<file path="config.mk">
export PLATFORM = sky130hd
export DESIGN_NAME = mem_arbiter
export DESIGN_NICKNAME = d
export VERILOG_FILES = /design/src/rtl/mem_arbiter.sv
export SDC_FILE = /design/constraint.sdc
export NUM_CORES = 1
export LEC_CHECK = 0
export BUFFER_PORTS_ARGS = -buffer_cell sky130_fd_sc_hd__buf_2
export CORE_ASPECT_RATIO = 1.25
export CORE_MARGIN = 3
export CORE_UTILIZATION = 30
export DETAILED_ROUTE_END_ITERATION = 10
export GPL_TIMING_DRIVEN = 1
export PLACE_DENSITY = 0.59
export SETUP_SLACK_MARGIN = 0.3
export SLEW_MARGIN = 25
export SYNTH_ARGS = -nofsm -noshare
export SYNTH_HDL_FRONTEND = slang
export SYNTH_SLANG_ARGS = --single-unit
</file>
<file path="constraint.sdc">
create_clock -name clk -period 1.8 [get_ports clk]
set_input_delay 0 -clock clk [delete_from_list [all_inputs] [get_ports clk]]
set_output_delay 0 -clock clk [all_outputs]
set_load 0.005 [all_outputs]
</file>
<file path="src/rtl/mem_arbiter.sv">
// Shared main-memory arbiter: sequences I/D block fills as pipelined single-word
// reads and issues D-side write-through stores, one transaction at a time.
module mem_arbiter #(
    parameter int unsigned AWIDTH          = 16,
    parameter int unsigned DWIDTH          = 16,
    parameter int unsigned WORDS_PER_BLOCK = 8,
    parameter int unsigned MEM_LATENCY     = 4
) (
    input  logic                               clk,
    input  logic                               rst,
    input  logic                               i_miss,
    input  logic [AWIDTH-1:0]                  i_miss_addr,
    input  logic                               d_miss,
    input  logic [AWIDTH-1:0]                  d_miss_addr,
    input  logic                               d_wr_req,
    input  logic [AWIDTH-1:0]                  d_wr_addr,
    input  logic [DWIDTH-1:0]                  d_wr_data,
    output logic                               d_wr_ack,
    output logic                               mem_en,
    output logic                               mem_wr,
    output logic [AWIDTH-1:0]                  mem_addr,
    output logic [DWIDTH-1:0]                  mem_wdata,
    input  logic                               mem_data_valid,
    input  logic [DWIDTH-1:0]                  mem_rdata,
    output logic [DWIDTH-1:0]                  fill_data,
    output logic [$clog2(WORDS_PER_BLOCK)-1:0] fill_word,
    output logic                               i_fill_we,
    output logic                               d_fill_we,
    output logic                               i_fill_done,
    output logic                               d_fill_done,
    output logic                               busy
);

    localparam int unsigned WW   = $clog2(WORDS_PER_BLOCK);
    localparam int unsigned CW   = WW + 1;
    localparam int unsigned DRW  = $clog2(MEM_LATENCY + 1);
    localparam int unsigned BMSK = 2 * WORDS_PER_BLOCK - 1;

    typedef enum logic [1:0] {IDLE, FILL_I, FILL_D, WRITE} state_t;

    state_t            state;
    logic [CW-1:0]     issue_cnt;
    logic [CW-1:0]     rcv_cnt;
    logic [AWIDTH-1:0] base;
    logic              rr_ptr;
    logic [DRW-1:0]    drain;

    logic [AWIDTH-1:0] i_base;
    logic [AWIDTH-1:0] d_base;
    logic              filling;
    logic              accept;
    logic              last_word;

    assign i_base = i_miss_addr & ~AWIDTH'(BMSK);
    assign d_base = d_miss_addr & ~AWIDTH'(BMSK);

    // Read returns still in flight from before a reset land inside the drain window and are dropped.
    assign filling   = (state == FILL_I) || (state == FILL_D);
    assign accept    = filling && mem_data_valid && (drain == '0);
    assign last_word = (rcv_cnt == CW'(WORDS_PER_BLOCK - 1));

    assign fill_data   = mem_rdata;
    assign fill_word   = rcv_cnt[WW-1:0];
    assign i_fill_we   = accept && (state == FILL_I);
    assign d_fill_we   = accept && (state == FILL_D);
    assign i_fill_done = i_fill_we && last_word;
    assign d_fill_done = d_fill_we && last_word;
    assign busy        = (state != IDLE);

    always_ff @(posedge clk or posedge rst) begin
        if (rst) begin
            state     <= IDLE;
            issue_cnt <= '0;
            rcv_cnt   <= '0;
            base      <= '0;
            rr_ptr    <= 1'b0;
            drain     <= DRW'(MEM_LATENCY);
            d_wr_ack  <= 1'b0;
            mem_en    <= 1'b0;
            mem_wr    <= 1'b0;
            mem_addr  <= '0;
            mem_wdata <= '0;
        end else begin
            if (drain != '0) drain <= drain - DRW'(1);
            case (state)
                IDLE: begin
                    mem_en   <= 1'b0;
                    mem_wr   <= 1'b0;
                    d_wr_ack <= 1'b0;
                    // Stores first; competing misses alternate via rr_ptr (0 = D).
                    if (d_wr_req) begin
                        state     <= WRITE;
                        mem_en    <= 1'b1;
                        mem_wr    <= 1'b1;
                        mem_addr  <= d_wr_addr;
                        mem_wdata <= d_wr_data;
                        d_wr_ack  <= 1'b1;
                    end else if (d_miss && (!i_miss || !rr_ptr)) begin
                        state     <= FILL_D;
                        base      <= d_base;
                        mem_en    <= 1'b1;
                        mem_addr  <= d_base;
                        issue_cnt <= CW'(1);
                        rcv_cnt   <= '0;
                        rr_ptr    <= 1'b1;
                    end else if (i_miss) begin
                        state     <= FILL_I;
                        base      <= i_base;
                        mem_en    <= 1'b1;
                        mem_addr  <= i_base;
                        issue_cnt <= CW'(1);
                        rcv_cnt   <= '0;
                        rr_ptr    <= 1'b0;
                    end
                end
                FILL_I, FILL_D: begin
                    if (issue_cnt < CW'(WORDS_PER_BLOCK)) begin
                        mem_en    <= 1'b1;
                        mem_addr  <= base + AWIDTH'({issue_cnt, 1'b0});
                        issue_cnt <= issue_cnt + CW'(1);
                    end else begin
                        mem_en <= 1'b0;
                    end
                    if (accept) begin
                        rcv_cnt <= rcv_cnt + CW'(1);
                        if (last_word) begin
                            state  <= IDLE;
                            mem_en <= 1'b0;
                        end
                    end
                end
                WRITE: begin
                    state     <= IDLE;
                    mem_en    <= 1'b0;
                    mem_wr    <= 1'b0;
                    mem_wdata <= '0;
                    d_wr_ack  <= 1'b0;
                end
                default: state <= IDLE;
            endcase
        end
    end

endmodule

</file>
==> summary.log <==
[power_and_ir_drop] Leak Pwr 0.00266 uW
[global_route] largest net degree at the start of global routing 61
[timing] Tcrit/Tclk final 99.9%
[floorplan] height of the die 126 um
[min_path] number of cells on the worst hold path 3
[timing] sum of negative setup slack 0 ps
[min_path] HP Class in2reg
[min_path] hold_sp d_wr_addr[7]
[floorplan] number of top-level design ports 145
[worst_setup_path] logic depth of the worst path, buffers included 7
[timing] worst slew margin relative to its limit 36.8%
[synth] Main synth FF type sky130_fd_sc_hd__dfrtp_1
[timing] final worst path period need 1800 ps
[power_and_ir_drop] share of power burned in registers 23.5%
[placed_design] port bufs 104
[timing] Worst Max-Slew Pin Slew 941 ps
[worst_setup_path] cell family with the largest share of critical-path delay compound AO/OA/AOI/OAI gates
[synth] net count of the mapped netlist 450
[placed_design] Final HPWL DP 6.63 mm
[timing] Hold Vio Cnt, Final 3
[floorplan] Total Die Area 0.0128 mm2
[synth] Mapped Avg Cell Area 9.74 um2
[cells_and_area] Filler Cell Count 980
[timing] Setup-failing EPs final 0
[timing] highest clock rate 556 MHz
[clock_network] sink count of the clock tree 60
[power_and_ir_drop] internal power contribution 6570 uW
[synth] flops & latches, synth 60
[power_and_ir_drop] Combinational Power Share 60.2%
[clock_network] depth of the CTS H-tree 3
[cells_and_area] number of nets in the finished design 614
[worst_setup_path] slowest cell delay on critical path 390 ps
[cells_and_area] fraction of layout cells with a size suffix above 1 51.4%
[clock_network] Root Buffer Master sky130_fd_sc_hd__clkbuf_16
[global_route] wire length of the first global-routing pass 16.7 mm
[clock_network] Clk Latency, worst-skew pair 340 ps
[routing] met2 wirelength from detailed routing 5.60 mm
[power_and_ir_drop] Worst VDD drop 664 uV
[timing] Max Slew Vio Count 0
[clock_network] TritonCTS clock tree built
[power_and_ir_drop] total power consumption of the routed design 10700 uW
[worst_setup_path] critical path data arrival time 2000 ps
[floorplan] site row count 43
[placed_design] global placement routability congestion 0.843
[worst_setup_path] Register-to-Register Path Depth 7
[worst_setup_path] type of the setup path with the least slack reg2reg
[floorplan] core region area 0.0111 mm2
[routing] Avg WL per Cell 16.7 um
[floorplan] starting density of the core 31.0%
[synth] yosys warns 0
[worst_setup_path] kind of start point of the critical path flip-flop
[power_and_ir_drop] Sw Pwr 4170 uW
[worst_setup_path] required time at the endpoint of the critical path 2000 ps
[global_route] overflow left after global routing 0
[floorplan] floorplan die width 102 um
[worst_setup_path] startpoint of the most critical setup path state[0]
[routing] number of detailed-routing iterations run before antenna repair 4
[power_and_ir_drop] share of total power consumed by net switching 38.8%
[worst_setup_path] crit path max fanout 7
[synth] number of synthesized flops with an enable pin 0
[routing] Met1 Routed Length 4.40 mm
[synth] Synth Cell Area 0.00345 mm2
[worst_setup_path] endpoint kind of the worst setup timing path flip-flop
[power_and_ir_drop] Clock power frac 16.3%
[routing] Met3 Routed Length 677 um
[routing] residual antenna-violating net count after detailed routing 0
[cells_and_area] P&R area growth vs syn 62.1%
[global_route] GRT Total Usage 16.8%
[timing] smallest hold slack -7.68 ps
[clock_network] Max Root-Sink Buffers 2
[placed_design] total instance count after detailed placement 572
[synth] register area share after synthesis 43.6%
[cells_and_area] final core occ 50.2%
[synth] post-synth cell types 48
[status] failing checks hold timing
[worst_setup_path] number of buffers and inverters on the critical path 2
[clock_network] clock slew at reported path FFs 60 ps
[run] Max Cap Violations 0
[status] status complete, but fails checks
[worst_setup_path] startpoint of the worst-slack reg-to-reg timing path state[0]
[power_and_ir_drop] power density relative to cell area 1920 mW/mm2
[routing] drt drc 0
[routing] wire length after detailed routing 11.0 mm
[worst_setup_path] series of cell instances along the critical path inv_2 > ha_4 > buf_6 > nand4b_4 > o31ai_4 > a21boi_2 > o21ai_1
[global_route] vias in the first global route 3323
[routing] DRC violation total after the first TritonRoute iteration 110
[cells_and_area] antenna cells 0
[synth] cells after synthesis 354
[global_route] number of antenna violations at the first check in global routing 0
[synth] post-synthesis async set-or-reset flop share 100%
[worst_setup_path] Worst path slowest cell sky130_fd_sc_hd__dfrtp_1
[routing] average vias per placed instance 5.02
[timing] unrepaired setup endpoints after global routing true
[cells_and_area] number of standard cells in the layout, taps in and fillers out 658
[timing] final clock skew 10.9 ps
[clock_network] CTS buffer count 9
[routing] DR top layer met4
[routing] DR vias 3305
[sequential cells by signal, summed over array words and instances (netlist names)]
signal and cells:
base 12, mem_en 1, mem_wdata 16, mem_wr 1, rr_ptr 1, mem_addr 16, rcv_cnt 4, issue_cnt 4
state 2, drain 3
[per-stage QoR]
step                      instance area [um2]  hold WS [ps]  setup WS (ps)
after floorplan                          3580          80.8            138
after global placement                   4150        0.0346          -33.3
after detailed placement                 4150        0.0346          -63.0
after CTS                                5330        0.0346           55.8
after global routing                     5590        0.0150          -71.4
final                                    5590         -7.68           1.68
[cells by family after synthesis]
family	after synthesis	synth area share, %
muxes	31	9.80
xor gates and xnor gates	9	2.29
buffers and inverters	54	9.18
AOI/OAI and AO/OA	74	14.7
DFF	60	43.6
adders and majority gates	10	3.63
and+or+nand+nor	116	16.8
[power by group through the flow]
stage	clock network, uW	logic [uW]	registers (uW)
floorplan	0	2890	2420
global placement	0	3830	2460
detailed placement	0	3920	2490
CTS	1770	5700	2480
global route	1830	6970	2610
finish	1750	6460	2530
[area by class of cell]
class                           instances  area, um2  area share [%]
Inverter                               17       68.8            1.23
Multi-Input combinational cell        243       2080            37.2
Sequential cell                        60       1500            26.9
Tap cell                              135        169            3.02
Clock buffer                           11        243            4.34
Timing Repair Buffer                  187       1470            26.2
Clock inverter                          5       61.3            1.10
[worst paths after layout]
kind,end,slack (ps)
setup / recovery,state[1],2
hold / removal,mem_addr[7],-8
setup reg to reg,state[1],2
hold reg to reg,mem_wdata[0],470
max in group asynchronous,drain[2],1200
min in group asynchronous,mem_wdata[15],270
[routing by layer]
layer / vias up / global-route usage (%)
met2: 117 / 28.3
met1: 1603 / 20.4
met3: 21 / 3.27
li1: 1564 / -
met5: - / 0
met4: 0 / 7.80
[worst reg2reg max path, stage by stage (launching register included)]
cell and delay (ps):
sky130_fd_sc_hd__dfrtp_1 390, sky130_fd_sc_hd__inv_2 80, sky130_fd_sc_hd__ha_4 290, sky130_fd_sc_hd__buf_6 110, sky130_fd_sc_hd__nand4b_4 170, sky130_fd_sc_hd__o31ai_4 360
sky130_fd_sc_hd__a21boi_2 220, sky130_fd_sc_hd__o21ai_1 70
[what timing repair did]
| action | in CTS | in global routing |
|---|---|---|
| pin swaps | 22 | 17 |
| buffers inserted | 28 | 9 |
| hold buffers | 25 | 0 |
| setup endpoints to repair | 56 | 60 |
| gates cloned | 7 | 1 |
| endpoints found under the hold margin | 82 | 0 |
| gates resized for setup | 65 | 64 |
[Yosys cell counts, types with 2 or more instances]
| cell type | n | area share (%) |
|---|---|---|
| sky130_fd_sc_hd__buf_6 | 3 | 0.98 |
| sky130_fd_sc_hd__a22oi_1 | 2 | 0.44 |
| sky130_fd_sc_hd__dfrtp_1 | 59 | 43 |
| sky130_fd_sc_hd__and4b_1 | 2 | 0.58 |
| sky130_fd_sc_hd__nand2b_1 | 25 | 4.5 |
| sky130_fd_sc_hd__nor3_1 | 2 | 0.29 |
| sky130_fd_sc_hd__nand4_1 | 2 | 0.36 |
| sky130_fd_sc_hd__o211ai_1 | 11 | 2.4 |
| sky130_fd_sc_hd__nand3_1 | 10 | 1.5 |
| sky130_fd_sc_hd__ha_1 | 10 | 3.6 |
| sky130_fd_sc_hd__a21oi_1 | 12 | 1.7 |
| sky130_fd_sc_hd__buf_4 | 23 | 5.0 |
| sky130_fd_sc_hd__a31oi_1 | 4 | 0.73 |
| sky130_fd_sc_hd__and4_1 | 2 | 0.51 |
| sky130_fd_sc_hd__mux2i_1 | 9 | 2.6 |
| sky130_fd_sc_hd__o221ai_1 | 3 | 0.76 |
| sky130_fd_sc_hd__clkbuf_1 | 7 | 0.76 |
| sky130_fd_sc_hd__a41oi_1 | 2 | 0.51 |
| sky130_fd_sc_hd__nor4_1 | 3 | 0.54 |
| sky130_fd_sc_hd__mux2_2 | 22 | 7.2 |
| sky130_fd_sc_hd__nor2_1 | 24 | 2.6 |
| sky130_fd_sc_hd__and3_1 | 2 | 0.36 |
| sky130_fd_sc_hd__inv_1 | 16 | 1.7 |
| sky130_fd_sc_hd__o21ai_0 | 23 | 3.3 |
| sky130_fd_sc_hd__buf_2 | 4 | 0.58 |
| sky130_fd_sc_hd__xor2_1 | 4 | 1.0 |
| sky130_fd_sc_hd__a221oi_1 | 5 | 1.3 |
| sky130_fd_sc_hd__nand2_1 | 39 | 4.2 |
| sky130_fd_sc_hd__xnor2_1 | 5 | 1.3 |
[cell usage in the layout (no fill, tap or decap), drive strengths merged, types with 2 or more instances in the layout]
master and instances:
a21boi 2, a21oi 12, a221oi 5, a22o 4
a22oi 3, a31oi 4, a41oi 2, and3 2
and4 2, and4b 2, buf 161, clkbuf 12
clkinv 5, dfrtp 59, dlygate4sd3 25, ha 10
inv 16, mux2 22, mux2i 9, nand2 39
nand2b 25, nand3 10, nand4 2, nor2 24
nor3 3, nor4 3, o211ai 11, o21ai 24
o221ai 3, o31ai 2, xnor2 5, xor2 4
(Power assumes the default switching activity.)
